## src/rtl/eth_header_tx.sv

```systemverilog
`default_nettype none
// +--------------------------------------------------------------------------+
// | Module      : eth_header_tx                                              |
// | Description : Ethernet II header serialiser (preamble, SFD, MACs,        |
// |               EtherType), one byte per aclk, feeding the IP header stage.|
// |               Define ETH_HEADER_VLAN_EN to insert an 802.1Q tag.         |
// | Revision    : 1.0                                                        |
// +--------------------------------------------------------------------------+
module eth_header_tx #(
  parameter int          PREAMBLE_LEN = 7,
  parameter logic [15:0] ETHERTYPE    = 16'h0800,
  parameter logic [15:0] VLAN_TCI     = 16'h0001
) (
  input  logic        aclk,
  input  logic        aresetn,
  input  logic        start,
  input  logic [47:0] mac_d_addr,
  input  logic [47:0] mac_s_addr,
  output logic [7:0]  data_out,
  output logic        data_valid,
  output logic        busy,
  output logic        eth_header_ip_tx_done
);

  localparam logic [2:0] c_pre_last = 3'(PREAMBLE_LEN - 1);
  localparam logic [2:0] c_mac_last = 3'd5;

`ifndef ETH_HEADER_VLAN_EN
  localparam logic [15:0] c_unused_vlan_tci = VLAN_TCI;
`endif

  typedef enum logic [2:0] {
    ST_IDLE,
    ST_PREAMBLE,
    ST_SFD,
    ST_DST_MAC,
    ST_SRC_MAC,
`ifdef ETH_HEADER_VLAN_EN
    ST_VLAN_TPID,
    ST_VLAN_TCI,
`endif
    ST_ETHERTYPE
  } state_t;

  state_t      r_state;
  logic [2:0]  r_count;
  logic [47:0] r_mac_d;
  logic [47:0] r_mac_s;

  // The MAC registers are consumed as shift registers: the top byte is always the next to send.
  always_ff @(posedge aclk) begin
    if (!aresetn) begin
      r_state               <= ST_IDLE;
      r_count               <= 3'd0;
      r_mac_d               <= 48'd0;
      r_mac_s               <= 48'd0;
      data_out              <= 8'h00;
      data_valid            <= 1'b0;
      busy                  <= 1'b0;
      eth_header_ip_tx_done <= 1'b0;
    end else begin
      case (r_state)
        ST_IDLE: begin
          if (start) begin
            r_mac_d    <= mac_d_addr;
            r_mac_s    <= mac_s_addr;
            data_out   <= 8'h55;
            data_valid <= 1'b1;
            busy       <= 1'b1;
            r_count    <= 3'd0;
            r_state    <= ST_PREAMBLE;
          end
        end

        ST_PREAMBLE: begin
          if (r_count == c_pre_last) begin
            data_out <= 8'hD5;
            r_count  <= 3'd0;
            r_state  <= ST_SFD;
          end else begin
            data_out <= 8'h55;
            r_count  <= r_count + 3'd1;
          end
        end

        ST_SFD: begin
          data_out <= r_mac_d[47:40];
          r_mac_d  <= {r_mac_d[39:0], 8'h00};
          r_count  <= 3'd0;
          r_state  <= ST_DST_MAC;
        end

        ST_DST_MAC: begin
          if (r_count == c_mac_last) begin
            data_out <= r_mac_s[47:40];
            r_mac_s  <= {r_mac_s[39:0], 8'h00};
            r_count  <= 3'd0;
            r_state  <= ST_SRC_MAC;
          end else begin
            data_out <= r_mac_d[47:40];
            r_mac_d  <= {r_mac_d[39:0], 8'h00};
            r_count  <= r_count + 3'd1;
          end
        end

        ST_SRC_MAC: begin
          if (r_count == c_mac_last) begin
            r_count <= 3'd0;
`ifdef ETH_HEADER_VLAN_EN
            data_out <= 8'h81;
            r_state  <= ST_VLAN_TPID;
`else
            data_out <= ETHERTYPE[15:8];
            r_state  <= ST_ETHERTYPE;
`endif
          end else begin
            data_out <= r_mac_s[47:40];
            r_mac_s  <= {r_mac_s[39:0], 8'h00};
            r_count  <= r_count + 3'd1;
          end
        end

`ifdef ETH_HEADER_VLAN_EN
        ST_VLAN_TPID: begin
          if (r_count == 3'd0) begin
            data_out <= 8'h00;
            r_count  <= 3'd1;
          end else begin
            data_out <= VLAN_TCI[15:8];
            r_count  <= 3'd0;
            r_state  <= ST_VLAN_TCI;
          end
        end

        ST_VLAN_TCI: begin
          if (r_count == 3'd0) begin
            data_out <= VLAN_TCI[7:0];
            r_count  <= 3'd1;
          end else begin
            data_out <= ETHERTYPE[15:8];
            r_count  <= 3'd0;
            r_state  <= ST_ETHERTYPE;
          end
        end
`endif

        // Second visit (count=1) is the done cycle; IDLE is only entered after it,
        // so a start seen alongside done is not accepted.
        ST_ETHERTYPE: begin
          if (r_count == 3'd0) begin
            data_out              <= ETHERTYPE[7:0];
            eth_header_ip_tx_done <= 1'b1;
            r_count               <= 3'd1;
          end else begin
            data_out              <= 8'h00;
            data_valid            <= 1'b0;
            busy                  <= 1'b0;
            eth_header_ip_tx_done <= 1'b0;
            r_count               <= 3'd0;
            r_state               <= ST_IDLE;
          end
        end

        default: begin
          data_out              <= 8'h00;
          data_valid            <= 1'b0;
          busy                  <= 1'b0;
          eth_header_ip_tx_done <= 1'b0;
          r_count               <= 3'd0;
          r_state               <= ST_IDLE;
        end
      endcase
    end
  end

endmodule
`default_nettype wire

```

## config.mk

```make
export PLATFORM = sky130hd
export DESIGN_NAME = eth_header_tx
export DESIGN_NICKNAME = d
export VERILOG_FILES = /design/src/rtl/eth_header_tx.sv
export SDC_FILE = /design/constraint.sdc
export NUM_CORES = 1
export LEC_CHECK = 0
export CAP_MARGIN = 20
export CORE_AREA = 3 3 141 88
export DETAILED_ROUTE_END_ITERATION = 10
export DIE_AREA = 0 0 144 91
export PLACE_DENSITY = 0.73
export SLEW_MARGIN = 20
export SYNTH_ARGS = -nofsm -noshare
export SYNTH_HDL_FRONTEND = slang
export SYNTH_SLANG_ARGS = --single-unit
```

## constraint.sdc

```tcl
create_clock -name aclk -period 2.01 [get_ports aclk]
set_input_delay 0.402 -clock aclk [delete_from_list [all_inputs] [get_ports aclk]]
set_output_delay 0.402 -clock aclk [all_outputs]
set_load 0.01 [all_outputs]
```

==> results of run 1 <==
-- path summary, 6_finish.rpt --
check | from | endpoint | depth (start not counted)
max reg2reg | r_state[0] | r_mac_s[8] | 6
min | r_mac_s[1] | r_mac_s[1] | 2
min reg2reg | r_mac_s[1] | r_mac_s[1] | 2
max | r_state[0] | r_mac_s[8] | 6
-- cells by family (layout without fill, tap and decap cells) --
family	after synthesis	count (layout)	synth area share
compound gates	190	190	0.245
simple gates	124	124	0.124
flops	112	112	0.418
mux	81	81	0.151
buf+inv	73	158	0.0620
-- worst reg2reg max path, cell delays in order (launching register included) --
cell and delay (ns):
dfxtp_1 0.45, or3b_1 0.45, buf_4 0.19, nor2_2 0.14, buf_12 0.23, nor3_1 0.09
a211oi_1 0.24
-- synth_stat cells, drive strengths merged (2+ instances only) --
library cell | instances | share of area
nand2 | 20 | 0.014
nor2 | 12 | 0.0089
a21o | 4 | 0.0056
nand4 | 17 | 0.020
and2 | 2 | 0.0023
a211o | 2 | 0.0033
a211oi | 45 | 0.063
mux2i | 81 | 0.15
nand3b | 2 | 0.0035
o21a | 2 | 0.0028
nand2b | 3 | 0.0035
a222oi | 3 | 0.0056
nand3 | 14 | 0.013
nand4b | 2 | 0.0044
inv | 2 | 0.0014
nand4bb | 2 | 0.0042
o31ai | 3 | 0.0042
or2 | 2 | 0.0023
o21ai | 12 | 0.011
nor3 | 42 | 0.039
clkbuf | 33 | 0.023
dfxtp | 112 | 0.42
a21oi | 66 | 0.062
a31o | 4 | 0.0065
buf | 37 | 0.037
a2111o | 2 | 0.0042
a311oi | 40 | 0.065
-- report_power, final --
part           switching (mW)  internal, mW  total (mW)  leakage [nW]
Clock                   0.830          1.01        1.84         0.145
Sequential              0.506          3.01        3.52         0.927
Combinational            2.20          2.01        4.21          1.90
-- layout by cell type, fill, tap and decap left out, types with 2 or more instances in the layout --
cell and count:
buf_4 19, dfxtp_1 112, a222oi_1 3, nand2b_1 2, o31ai_1 3, a31o_2 4, nor3_1 42, clkbuf_16 9
buf_12 11, o21a_1 2, a211o_1 2, a2111o_1 2, mux2i_1 81, o21ai_0 12, a311oi_1 40, nand2_1 20
a21oi_1 66, nand4bb_1 2, or2_2 2, clkinvlp_4 2, inv_2 2, nand4_1 17, a21o_1 3, clkdlybuf4s50_1 109
nand3_1 14, a211oi_1 45, nor2_1 11
-- state kept, by name, summed over array words and instances (netlist names) --
| name | count |
|---|---|
| eth_header_ip_tx_done | 1 |
| data_out | 8 |
| r_count | 3 |
| r_state | 3 |
| busy | 1 |
| r_mac_s | 48 |
| r_mac_d | 48 |
-- per-stage QoR --
stage                     setup WS (ns)  instances  setup TNS (ns)   util  hold WS, ns
after global routing             0.0114        809               0  0.624        0.481
final                             0.138        809               0  0.624        0.465
after floorplan                   0.380        580               0      -        0.443
after CTS                         0.132        809               0  0.624        0.467
after detailed placement        -0.0682        793          -0.844  0.596        0.457
after global placement           0.0220        793               0  0.596        0.452
-- layout make-up --
type / instances / area, um^2
inverters: 3 / 11.3
clock inverters: 6 / 67.6
fillers: 955 / 4220
multi-input cells: 395 / 2810
flip-flops and latches: 112 / 2240
repair buffers: 139 / 1450
clock buffers: 10 / 239
well taps: 144 / 180
-- routing by layer --
metal / vias up / track usage / wire length (um)
met2: 151 / 0.301 / 6230
li1: 2401 / - / -
met5: - / 0 / 0
met3: 8 / 0.0432 / 812
met4: 0 / 0.0447 / 132
met1: 2341 / 0.337 / 7290
==> summary.txt, run 1 <==
Run status
  • Status: finished, final reports clean

Power and ir drop
  • PwrDens: about 1400 nW/um^2
  • Power, Total: 9.56 mW
  • Max IR drop VDD: between 0.6 and 0.7 mV
  • Static leakage: approximately 3.0 nW

Global routing
  • Number of global-route vias before repair: 4561
  • Largest net degree at the start of global routing: 91
  • GRT Total Usage: 0.215
  • Antenna violations before repair: 0
  • Remaining global-route overflow: 0
  • First-pass GRT wire length: approximately 23000 um

Yosys
  • Mean post-synth cell area: a little over 9 um^2
  • Post-synthesis sequential area ratio: 0.418
  • EDFF count, synth: 0
  • Async SR Flop Fraction: 0
  • Netlist cell types: between 40 and 50
  • Ys flop type: dfxtp_1
  • Syn nets: just under 700
  • Flops & latches, synth: between 100 and 150
  • Post-Synthesis Cells: 580
  • Synth warnings: 0
  • Synthesized area: 5360 um^2

Floorplanning
  • Die height: ~91 um
  • Num rows: 30
  • Core box area: 11200 um^2
  • Ports: between 100 and 150
  • Die area: between 10000 and 15000 um^2
  • Chip width: between 100 and 150 um
  • Initial Util: 0.478

Setup path
  • Crit Path Max Fanout: 40
  • CP max-delay cell: dfxtp_1
  • Buf+Inv Stages, Crit Path: 2
  • Req. time, crit path: 2.26 ns
  • Crit path cell chain: or3b_1, buf_4, nor2_2, buf_12, nor3_1, a211oi_1
  • CP Data Arrival Time: about 2.1 ns
  • Critical path class: reg2reg
  • CP peak stage delay: around 0.45 ns
  • Setup crit end kind: flop
  • CP startpoint kind: flop
  • Flop2flop setup slack: 0.14 ns
  • Kind of cell adding the most delay to the critical path: simple AND/OR/NAND/NOR gates

Clocking
  • CTS tree: yes
  • H-tree depth: 3
  • Cts bufs inserted: 9
  • Cts repair resizes: 0
  • Reg clk slew, reported paths: 0.07 ns
  • TritonCTS Sinks: between 100 and 150
  • Post-CTS Hold Buffers: 0
  • CTS max path bufs: 2
  • Worst-Skew Late Latency: around 0.34 ns
  • Post-CTS setup buffer count: 0
  • CTS Root Cell: clkbuf_16

Drt
  • Mean number of vias per cell: between 6 and 7
  • Starting DRC count in detailed routing: approximately 330
  • Pre-antenna DRT Iters: 5
  • DR WL/cell: between 15 and 20 um
  • Drt drc: 0
  • Routed via count: 4901
  • Final WL: 14500 um
  • Antenna Nets Post-Route: 0

Timing
  • Clock period minus worst slack: ~1.9 ns
  • Relative slew margins: 0.658
  • Setup Skew: between 0.007 and 0.008 ns
  • Final setup viols: 0
  • Slew Limit Fails: 0
  • Fmax: 534 MHz
  • Worst Tran Pin Value: roughly 0.51 ns
  • Final Cycle Share: 0.932
  • Final hold vios: 0
  • RSZ-0062 raised after global routing: false

Job
  • Max Cap Viol: 0

Hold path
  • Worst min path class: reg2reg

Placed design
  • Port buffer count: 109
  • DP HPWL: ~10000 um
  • Placed instance area: between 6000 and 7000 um^2
  • Final Wtd Congestion: 0.872

Layout
  • Final net count: 759
  • Final instance area: around 7000 um^2
  • Share of layout cells above drive strength 1: 0.0947
  • Antenna Cells: 0
  • Layout area overhead: 30.6%
Power figures use the tool's default switching activity.
==> run 2, diff against run 1 <==
--- a/config.mk
+++ b/config.mk
@@ -6,9 +6,10 @@
 export NUM_CORES = 1
 export LEC_CHECK = 0
 export CAP_MARGIN = 20
-export CORE_AREA = 3 3 141 88
+export CORE_AREA = 3 3 110 112
 export DETAILED_ROUTE_END_ITERATION = 10
-export DIE_AREA = 0 0 144 91
+export DIE_AREA = 0 0 113 115
+export HOLD_SLACK_MARGIN = 0.08
 export PLACE_DENSITY = 0.73
 export SLEW_MARGIN = 20
 export SYNTH_ARGS = -nofsm -noshare
==> run 2 against run 1 <==
  * Core utilization down 0.92 points
  * Sequential power about the same
  * Sequential share of layout area up 0.22 points
  * Cell count down 0.49%
  * Via count down 3.2%
==> summary.txt, run 2 (synthesis gave the netlist of run 1 again) <==
Clocking
  • CTS tree: yes (unchanged)
  • H-tree depth: 3 (unchanged)
  • Cts bufs inserted: 9 (unchanged)
  • CTS Root Cell: clkbuf_16 (unchanged)
  • TritonCTS Sinks: 112 (unchanged)
  • Worst-Skew Late Latency: 0.34 ns (about the same)
  • CTS max path bufs: 2 (unchanged)
  • Post-CTS setup buffer count: 0 (unchanged)
  • Cts repair resizes: 0 (unchanged)
  • Post-CTS Hold Buffers: 0 (unchanged)
  • Reg clk slew, reported paths: 0.07 ns (about the same)

Global routing
  • First-pass GRT wire length: 22100 um (was 23000 um)
  • Number of global-route vias before repair: 4473 (was 4561)
  • Largest net degree at the start of global routing: 60 (was 91)
  • Met3 usage: 0.0384 (was 0.0432)
  • Met1 Use GR: 0.278 (was 0.337)
  • Met2 usage: 0.342 (was 0.301)
  • Antenna violations before repair: 0 (unchanged)
  • GRT Total Usage: 0.205 (was 0.215)
  • Remaining global-route overflow: 0 (unchanged)
  • Global route hottest layer: met2 (was met1)

Floorplanning
  • Chip width: 113 um (was 144 um)
  • Core box area: 11300 um^2 (was 11200 um^2)
  • Ports: 110 (unchanged)
  • Initial Util: 0.474 (was 0.478)
  • Num rows: 39 (was 30)
  • Die height: 115 um (was 91 um)
  • Die area: 13000 um^2 (was 13100 um^2)

Timing
  • Final Cycle Share: 0.887 (was 0.932)
  • Worst Tran Pin Value: 0.390 ns (was 0.513 ns)
  • Clock period minus worst slack: 1.78 ns (was 1.87 ns)
  • TNS Setup: 0 ns (unchanged)
  • Fmax: 561 MHz (was 534 MHz)
  • Worst Slack Setup Final: 0.227 ns (was 0.138 ns)
  • Final hold vios: 0 (unchanged)
  • Final setup viols: 0 (unchanged)
  • RSZ-0062 raised after global routing: false (unchanged)
  • Slew Limit Fails: 0 (unchanged)
  • Hold WS: 0.473 ns (was 0.465 ns)
  • Setup Skew: 0.00473 ns (was 0.00770 ns)
  • Relative slew margins: 0.740 (was 0.658)

Drt
  • Mean number of vias per cell: 5.90 (was 6.06)
  • Routed via count: 4746 (was 4901)
  • Final WL: 13600 um (was 14500 um)
  • Pre-antenna DRT Iters: 5 (unchanged)
  • Antenna Nets Post-Route: 0 (unchanged)
  • DR WL/cell: 16.9 um (was 17.9 um)
  • Starting DRC count in detailed routing: 428 (was 327)
  • Drt drc: 0 (unchanged)

Setup path
  • CP peak stage delay: 0.40 ns (was 0.45 ns)
  • Crit path depth: 5 (was 6)
  • Buf+Inv Stages, Crit Path: 1 (was 2)
  • Crit path cell chain: buf_4, or2_2, a22oi_1, a21oi_1, o31ai_1 (was or3b_1, buf_4, nor2_2, buf_12, nor3_1, a211oi_1)
  • Worst R2R Path Depth: 5 (was 6)
  • CP max-delay cell: dfxtp_1 (unchanged)
  • Critical path class: reg2reg (unchanged)
  • CP Data Arrival Time: 2.03 ns (was 2.12 ns)
  • Reg-to-reg startpoint: r_state[1] (was r_state[0])
  • R2R Path End: r_state[2] (was r_mac_s[8])
  • Req. time, crit path: 2.26 ns (about the same)
  • Crit Path Max Fanout: 14 (was 40)
  • Kind of cell adding the most delay to the critical path: compound AO/OA/AOI/OAI gates (was simple AND/OR/NAND/NOR gates)
  • Setup crit end kind: flop (unchanged)
  • Setup crit end: r_state[2] (was r_mac_s[8])
  • CP Launch Point: r_state[1] (was r_state[0])
  • CP startpoint kind: flop (unchanged)
  • Flop2flop setup slack: 0.23 ns (was 0.14 ns)

Power and ir drop
  • PwrDens: 1370 nW/um^2 (about the same)
  • Clk network pwr share: 0.202 (was 0.192)
  • Sequential Power Share: 0.369 (was 0.368)
  • Switching part of the total power: 0.358 (was 0.370)
  • Max IR drop VDD: 0.959 mV (was 0.699 mV)
  • Combinational Power Share: 0.429 (was 0.440)
  • Switching Power: 3.41 mW (was 3.54 mW)
  • Internal power: 6.12 mW (was 6.03 mW)
  • Static leakage: 2.96 nW (was 2.97 nW)

Job
  • Max Cap Viol: 0 (unchanged)

Layout
  • Final net count: 757 (was 759)
  • Most common cell after layout, fill and taps aside: dfxtp_1 (unchanged)
  • Layout area overhead: 29.8% (was 30.6%)
  • Most frequent cells in the layout: dfxtp_1 (111), clkdlybuf4s50_1 (109), mux2i_1 (81) (was dfxtp_1 (112), clkdlybuf4s50_1 (109), mux2i_1 (81))
  • Fillers: 1020 (was 955)
  • Top flop regs: r_mac_d: 48 flops, r_mac_s: 48 flops, data_out: 8 flops (unchanged)
  • FF+latch area: 2240 um^2 (about the same)
  • Final instance area: 6960 um^2 (was 7000 um^2)
  • Antenna Cells: 0 (unchanged)
  • Share of layout cells above drive strength 1: 0.0906 (was 0.0947)
  • Area of the multi-input gates: 2810 um^2 (about the same)

Run status
  • Status: finished, final reports clean (unchanged)

Placed design
  • Final Wtd Congestion: 0.862 (was 0.872)
  • DP HPWL: 9540 um (was 10100 um)
  • Place WS: -0.0535 ns (was -0.0682 ns)
  • Port buffer count: 109 (unchanged)
  • Placed instance area: 6630 um^2 (was 6690 um^2)

Hold path
  • WHS Path Cells: 2 (unchanged)
  • Worst min path class: reg2reg (unchanged)
## run 2: cell types whose count changed in the layout (fill, tap and decap cells not counted), sizes merged
cell	delta
inv	-1
clkinv	-1
buf	-2
clkbuf	+2
bufinv	+1
clkinvlp	-2
## run 2: worst min-delay path by stage
stage,startpoint,to,slack [ns]
6_report,r_mac_s[4],r_mac_s[4],0.47
5_1_grt,r_mac_s[0],r_mac_s[0],0.49
4_1_cts,r_mac_s[4],r_mac_s[4],0.47
3_5_place_dp,r_mac_s[3],r_mac_s[3],0.46
3_3_place_gp,r_mac_s[7],r_mac_s[7],0.45
2_1_floorplan,r_mac_s[0],r_mac_s[0],0.44
## run 2: power by group through the flow
stage | Clock, mW | Sequential (mW) | Combinational, mW
after floorplan | 0 | 3.39 | 3.01
after global placement | 0 | 3.52 | 3.94
after detailed placement | 0 | 3.55 | 4.05
after CTS | 1.96 | 3.50 | 4.07
after global routing | 2.05 | 3.61 | 4.50
final | 1.92 | 3.51 | 4.09
## run 2: through the flow
step           power (mW)   util  instances
2_1_floorplan        6.41      -        580
3_3_place_gp         7.47  0.585        790
3_5_place_dp         7.60  0.585        790
4_1_cts              9.53  0.614        805
5_1_grt              10.2  0.615        805
6_report             9.52  0.615        805
## run 2: worst reg2reg max path: stages (launching register included)
cell     delay (ns)
dfxtp_1        0.40
buf_4          0.24
or2_2          0.34
a22oi_1        0.34
a21oi_1        0.16
o31ai_1        0.22
## run 2: final cells by class
cell class / count / share of cell area
Clock buffer: 12 / 0.0369
Clock inverter: 3 / 0.00935
Inverter: 3 / 0.00162
Multi-Input combinational cell: 395 / 0.404
Sequential cell: 112 / 0.322
Tap cell: 143 / 0.0257
Timing Repair Buffer: 137 / 0.200
## run 2: layer usage
metal,share of wire,vias to the layer above
li1,-,2382
met1,0.45,2223
met2,0.49,131
met3,0.049,10
met4,0.0085,0
met5,0,-
